**src/rtl/mcp3002_pkg.sv**
```systemverilog
// Shared MCP3002 definitions: frame state encoding, config bit positions and word width.
// Imported by both the follower model and leader-side blocks.
package mcp3002_pkg;

    localparam int unsigned MCP3002_DATA_W = 10;

    // Position of each config bit in the order the leader shifts them after the start bit
    localparam int unsigned CFG_SGL  = 0;
    localparam int unsigned CFG_ODD  = 1;
    localparam int unsigned CFG_MSBF = 2;

    typedef enum logic [2:0] {
        S_IDLE,
        S_WAIT_ST,
        S_CFG,
        S_NULL,
        S_MSB_OUT,
        S_LSB_OUT,
        S_TRAIL
    } state_t;

endpackage

```
**src/rtl/mcp3002_follower_spi_pin_sync.sv**
```systemverilog
// Multi-flop synchroniser for one asynchronous SPI pin, with a history flop
// producing single-cycle rise/fall strobes in the system clock domain.
module spi_pin_sync #(
    parameter int unsigned SYNC_STAGES = 2,
    parameter logic        RESET_VAL   = 1'b0
) (
    input  logic clk,
    input  logic reset,
    input  logic pin,
    output logic level,
    output logic rise,
    output logic fall
);

    logic [SYNC_STAGES-1:0] sync;
    logic                   hist;

    always_ff @(posedge clk) begin
        if (reset) begin
            sync <= {SYNC_STAGES{RESET_VAL}};
            hist <= RESET_VAL;
        end else begin
            sync <= {sync[SYNC_STAGES-2:0], pin};
            hist <= sync[SYNC_STAGES-1];
        end
    end

    assign level = sync[SYNC_STAGES-1];
    assign rise  = level & ~hist;
    assign fall  = ~level & hist;

endmodule

```
**src/rtl/mcp3002_follower.sv**
```systemverilog
// Follower-side MCP3002 model: decodes leader frames from oversampled SPI pins
// and streams the selected channel word (MSB-first, optionally LSB-first tail) on Dout.
module mcp3002_follower
    import mcp3002_pkg::*;
#(
    parameter int unsigned DATA_W      = MCP3002_DATA_W,
    parameter int unsigned SYNC_STAGES = 2
) (
    input  logic              CLK_50MHz,
    input  logic              RESET,
    input  logic              CLKsample,
    input  logic              CS,
    input  logic              Din,
    output logic              Dout,
    output logic              Dout_oe,
    input  logic [DATA_W-1:0] ch0_word,
    input  logic [DATA_W-1:0] ch1_word,
    output logic              conv_valid,
    output logic              conv_sgl,
    output logic              conv_odd,
    output logic              conv_msbf,
    output logic              frame_done,
    output logic              frame_abort
);

    localparam int unsigned IDX_W = $clog2(DATA_W);

    logic sclk_level, sclk_rise, sclk_fall;
    logic cs_level, cs_rise, cs_fall;
    logic din_level, din_rise, din_fall;
    logic unused_sync;

    spi_pin_sync #(.SYNC_STAGES(SYNC_STAGES), .RESET_VAL(1'b0)) u_sclk_sync (
        .clk(CLK_50MHz), .reset(RESET), .pin(CLKsample),
        .level(sclk_level), .rise(sclk_rise), .fall(sclk_fall));

    spi_pin_sync #(.SYNC_STAGES(SYNC_STAGES), .RESET_VAL(1'b1)) u_cs_sync (
        .clk(CLK_50MHz), .reset(RESET), .pin(CS),
        .level(cs_level), .rise(cs_rise), .fall(cs_fall));

    spi_pin_sync #(.SYNC_STAGES(SYNC_STAGES), .RESET_VAL(1'b0)) u_din_sync (
        .clk(CLK_50MHz), .reset(RESET), .pin(Din),
        .level(din_level), .rise(din_rise), .fall(din_fall));

    assign unused_sync = ^{sclk_level, din_rise, din_fall};

    state_t             state, state_n;
    logic [IDX_W-1:0]   idx, idx_n;
    logic [DATA_W-1:0]  word, word_n, sel_word;
    logic [DATA_W:0]    diff_01, diff_10;
    logic [2:0]         cfg_q, cfg_n;
    logic [1:0]         cfg_cnt, cfg_cnt_n;
    logic               dout_q, dout_n, oe_q, oe_n;
    logic               sgl_n, odd_n, msbf_n, valid_n, done_n, abort_n;

    // Differential modes subtract one extra bit wide so a borrow marks a negative result
    assign diff_01 = {1'b0, ch0_word} - {1'b0, ch1_word};
    assign diff_10 = {1'b0, ch1_word} - {1'b0, ch0_word};

    always_comb begin
        sel_word = '0;
        if (cfg_q[CFG_SGL])
            sel_word = cfg_q[CFG_ODD] ? ch1_word : ch0_word;
        else if (cfg_q[CFG_ODD])
            sel_word = diff_10[DATA_W] ? '0 : diff_10[DATA_W-1:0];
        else
            sel_word = diff_01[DATA_W] ? '0 : diff_01[DATA_W-1:0];
    end

    always_ff @(posedge CLK_50MHz) begin
        if (RESET) begin
            state       <= S_IDLE;
            idx         <= '0;
            word        <= '0;
            cfg_q       <= '0;
            cfg_cnt     <= '0;
            dout_q      <= 1'b0;
            oe_q        <= 1'b0;
            conv_sgl    <= 1'b0;
            conv_odd    <= 1'b0;
            conv_msbf   <= 1'b0;
            conv_valid  <= 1'b0;
            frame_done  <= 1'b0;
            frame_abort <= 1'b0;
        end else begin
            state       <= state_n;
            idx         <= idx_n;
            word        <= word_n;
            cfg_q       <= cfg_n;
            cfg_cnt     <= cfg_cnt_n;
            dout_q      <= dout_n;
            oe_q        <= oe_n;
            conv_sgl    <= sgl_n;
            conv_odd    <= odd_n;
            conv_msbf   <= msbf_n;
            conv_valid  <= valid_n;
            frame_done  <= done_n;
            frame_abort <= abort_n;
        end
    end

    always_comb begin
        state_n   = state;
        idx_n     = idx;
        word_n    = word;
        cfg_n     = cfg_q;
        cfg_cnt_n = cfg_cnt;
        dout_n    = dout_q;
        oe_n      = oe_q;
        sgl_n     = conv_sgl;
        odd_n     = conv_odd;
        msbf_n    = conv_msbf;
        valid_n   = 1'b0;
        done_n    = 1'b0;
        abort_n   = 1'b0;

        if (cs_level) begin
            state_n = S_IDLE;
            oe_n    = 1'b0;
            dout_n  = 1'b0;
            if (cs_rise) begin
                done_n  = (state == S_TRAIL);
                abort_n = (state inside {S_CFG, S_NULL, S_MSB_OUT, S_LSB_OUT});
            end
        end else begin
            case (state)
                S_IDLE: if (cs_fall) begin
                    state_n = S_WAIT_ST;
                    oe_n    = 1'b1;
                    dout_n  = 1'b0;
                end
                S_WAIT_ST: if (sclk_rise && din_level) begin
                    state_n   = S_CFG;
                    cfg_cnt_n = '0;
                end
                S_CFG: if (sclk_rise) begin
                    cfg_n[cfg_cnt] = din_level;
                    cfg_cnt_n      = cfg_cnt + 2'd1;
                    if (cfg_cnt == 2'(CFG_MSBF)) begin
                        word_n  = sel_word;
                        sgl_n   = cfg_q[CFG_SGL];
                        odd_n   = cfg_q[CFG_ODD];
                        msbf_n  = din_level;
                        valid_n = 1'b1;
                        state_n = S_NULL;
                    end
                end
                S_NULL: if (sclk_fall) begin
                    dout_n  = 1'b0;
                    idx_n   = IDX_W'(DATA_W - 1);
                    state_n = S_MSB_OUT;
                end
                S_MSB_OUT: if (sclk_fall) begin
                    dout_n = word[idx];
                    if (idx == '0) begin
                        state_n = conv_msbf ? S_TRAIL : S_LSB_OUT;
                        idx_n   = IDX_W'(1);
                    end else begin
                        idx_n = idx - IDX_W'(1);
                    end
                end
                S_LSB_OUT: if (sclk_fall) begin
                    dout_n = word[idx];
                    if (idx == IDX_W'(DATA_W - 1))
                        state_n = S_TRAIL;
                    else
                        idx_n = idx + IDX_W'(1);
                end
                S_TRAIL: if (sclk_fall) dout_n = 1'b0;
                default: state_n = S_IDLE;
            endcase
        end
    end

    // Tristate releases combinationally on the synced CS level so it drops with cs_rise
    assign Dout    = dout_q;
    assign Dout_oe = oe_q & ~cs_level;

endmodule

```
**config.mk**
```make
export PLATFORM = sky130hd
export DESIGN_NAME = mcp3002_follower
export DESIGN_NICKNAME = d
export VERILOG_FILES = /design/src/rtl/mcp3002_pkg.sv /design/src/rtl/mcp3002_follower_spi_pin_sync.sv /design/src/rtl/mcp3002_follower.sv
export SDC_FILE = /design/constraint.sdc
export NUM_CORES = 1
export LEC_CHECK = 0
export ABC_CLOCK_PERIOD_IN_PS = 3900
export CAP_MARGIN = 0
export CORE_UTILIZATION = 28
export CTS_CLUSTER_DIAMETER = 100
export DETAILED_ROUTE_END_ITERATION = 16
export PLACE_DENSITY = 0.55
export RECOVER_POWER = 25
export SLEW_MARGIN = 20
export SYNTH_ARGS = -nofsm -noshare
export SYNTH_HDL_FRONTEND = slang
export SYNTH_SLANG_ARGS = --single-unit
```
**constraint.sdc**
```tcl
create_clock -name CLK_50MHz -period 3.9 [get_ports CLK_50MHz]
set_input_delay 0.585 -clock CLK_50MHz [delete_from_list [all_inputs] [get_ports CLK_50MHz]]
set_output_delay 0.585 -clock CLK_50MHz [all_outputs]
set_load 0.05 [all_outputs]
```
==> results.py <==
metrics = {
    "outcome": {
        "status": "completed",
    },
    "logic_synthesis": {
        "synth_flop_cell": "dfxtp_1",
        "synth_edf_count": 0,
        "synth_cell_types": 53,
        "synth_area_leaders": "dfxtp_1 25%, ha_1 11%, a21oi_1 7.0%",
        "async_flop_share_pct": 0,
        "netlist.area_leader.share_pct": 24.8,
        "yosysSeqAreaShare_pct": 24.8,
        "synth_seq_cells": 37,
        "synthCells": 380,
        "syn_area_mm2": 0.00299,
        "syn_area_per_cell_um2": 7.86,
        "synth_fp_nets": 433,
        "yosysWarnings": 0,
        "yosysTopAreaCell": "dfxtp_1",
    },
    "finish": {
        "fin_util_pct": 33.5,
        "seqCellArea_um2": 741,
        "diodes": 0,
        "area_delta_synth_final_pct": 15.8,
        "multi_input_area_mm2": 0.00199,
        "drive_above_1_share_pct": 5.01,
        "nets": 451,
        "final_cell_mix": "42 x a21oi_1, 37 x dfxtp_1, 32 x inv_1",
        "final_cells": 535,
        "fillCellCount": 1089,
        "final_common_cell": "a21oi_1",
    },
    "placed_design": {
        "dp_hpwl_um": 5340,
        "port_buffers": 32,
        "dp_slack_ps": 653,
        "place_congestion": 0.837,
        "dp.cells": 527,
    },
    "global_routing": {
        "met1_usage_pct": 17.2,
        "met3_usage_pct": 2.23,
        "grt.total_usage_pct": 12.8,
        "grt_pass1_vias": 2497,
        "grt_overflow": 0,
        "grtUsageMet2_pct": 20.8,
        "top_usage_layer": "met2",
        "grt_max_degree": 22,
        "grt_pass1_wl_um": 11600,
        "antenna_found_initial": 0,
    },
    "pwr": {
        "leakagePower_uw": 0.00133,
        "ir_worst_vdd_v": 0.000110,
        "p_per_area_mw_per_mm2": 247,
    },
    "timing": {
        "finalHoldViolCount": 0,
        "grt_setup_unrepaired": "no",
        "setup_viol": 0,
        "slew_headroom_pct": 43.5,
        "fin_crit_sh_pct": 75.3,
        "setup-tns-final_ps": 0,
        "fin_skew_ps": 6.06,
        "setup_ws_ps": 963,
        "final_max_slew_viol_count": 0,
        "tightest_slew_ps": 844,
        "max_freq_mhz": 341,
        "fin_crit_ps": 2940,
    },
    "floorplan": {
        "num_rows": 37,
        "die_x_um": 105,
        "pin_count": 33,
        "initial_core_util_pct": 28.9,
        "core_mm2": 0.0103,
        "die_h_um": 105,
        "dieArea_mm2": 0.0111,
    },
    "routing": {
        "avgViaCountPerCell": 4.97,
        "firstDrtPassIters": 4,
        "drc": 0,
        "antenna_left": 0,
        "vias": 2657,
        "drtIter0Drc": 91,
        "routed_wl_um": 6930,
        "wire_per_inst_um": 13.0,
    },
    "clock_tree": {
        "cts_buffer_depth": 2,
        "cts-resized-gates": 0,
        "clk_latency_ps": 300,
        "ctsHtreeMaxLevel": 2,
        "path_clk_slew_ps": 70,
        "post_cts_buffers": 0,
        "cts_sinks": 37,
        "holdBufCountCts": 0,
        "root_buffer": "clkbuf_8",
        "cts_buffers": 5,
        "cts_tree": "yes",
    },
    "worst_setup_path": {
        "critPathMaxStageDelay_ps": 510,
        "critical_path.cell_chain": "clkdlybuf4s50_1 -> ha_1 -> inv_1 -> fa_1 -> and4_1 -> a221oi_1 -> o2bb2ai_2 -> nor4bb_1 -> o21ai_0 -> a21oi_1",
        "slowest_stage": "clkdlybuf4s50_1",
        "worst_setup_path_start_kind": "input pin",
        "cp_max_fo": 10,
        "cp.arrival_ps": 3080,
        "critPathCaptureType": "register",
        "critPathKind": "in2reg",
        "cp.required_ps": 4050,
        "ff2ff_path_depth": 7,
    },
    "min_path": {
        "hold_class": "reg2reg",
        "min_path_cells": 1,
    },
    "run": {
        "max-cap-violations": 0,
    },
}
-- critical path: cells and delay by family --
family          cells  cell delay, ps
fa+ha+maj           2             600
compound gates      4             950
simple gates        2             390
buf+inv             2             560
-- state kept, by name (all words and copies together), names as in the netlist, 2 cells and up --
| signal | cells |
|---|---|
| cfg_q | 2 |
| u_cs_sync.sync | 2 |
| cfg_cnt | 2 |
| state | 3 |
| word | 10 |
| idx | 4 |
| u_sclk_sync.sync | 2 |
| u_din_sync.sync | 2 |
-- per-stage QoR --
| stage | instance area (um^2) | power [uW] | hold WS (ps) |
|---|---|---|---|
| after global routing | 3460 | 900 | 440 |
| after CTS | 3460 | 863 | 412 |
| after floorplan | 2990 | 534 | 389 |
| final | 3460 | 853 | 410 |
| after detailed placement | 3380 | 601 | 393 |
| after global placement | 3380 | 600 | 392 |
-- worst paths after layout --
| kind | startpoint | end | slack [ps] |
|---|---|---|---|
| worst max-delay path | ch0_word[0] | word[3] | 960 |
| worst min-delay path | u_cs_sync.sync[0] | u_cs_sync.sync[1] | 410 |
| worst max register to register | state[0] | word[7] | 1560 |
| worst min register to register | u_cs_sync.sync[0] | u_cs_sync.sync[1] | 410 |
-- Yosys cell counts, types with 3 or more instances --
cell type,count
a21oi_1,42
nor2b_1,11
or3_1,4
nand3_1,7
o21a_1,4
xor2_1,5
nand2_1,27
a311oi_1,4
a21o_1,10
mux2i_1,14
xnor2_1,6
a22oi_1,5
buf_2,11
buf_6,3
nor3_1,6
clkbuf_1,11
nor2_1,30
a211oi_1,12
ha_1,26
nand2b_1,4
and3_1,3
nand4_1,3
o21ai_0,17
inv_1,32
nand3b_1,4
a221oi_1,4
dfxtp_1,37
-- kinds of logic (layout without fill, tap and decap cells) --
| logic type | count (synthesis) | count (layout) | share of synthesized area [%] |
|---|---|---|---|
| buffers and inverters | 58 | 77 | 8.50 |
| AND/OR/NAND/NOR | 113 | 113 | 19.5 |
| XOR/XNOR | 11 | 11 | 3.23 |
| adder cells (fa/ha/maj) | 28 | 28 | 12.2 |
| AO/OA/AOI/OAI | 117 | 117 | 25.5 |
| multiplexers | 16 | 16 | 6.20 |
| flip-flops | 37 | 37 | 24.8 |
-- routing by layer --
metal	part of all wire [%]	wire length, um	up-vias
met5	0	0	-
met4	1.1	76	0
met3	3.1	215	7
met2	47	3230	31
met1	49	3420	1242
li1	-	-	1377
-- power breakdown --
| group | total (uW) | internal, uW | switching, uW |
|---|---|---|---|
| sequential | 384 | 381 | 2.50 |
| clock | 261 | 124 | 137 |
| combinational | 208 | 95.0 | 113 |
| total | 853 | 600 | 253 |
-- cell type report --
type | instances | share of cell area [%]
Clock buffer | 6 | 2.10
Clock inverter | 2 | 0.289
Tap cell | 136 | 4.92
Sequential cell | 37 | 21.4
Timing Repair Buffer | 37 | 10.2
Inverter | 32 | 3.47
Multi-Input combinational cell | 285 | 57.6
(Power assumes the default switching activity.)
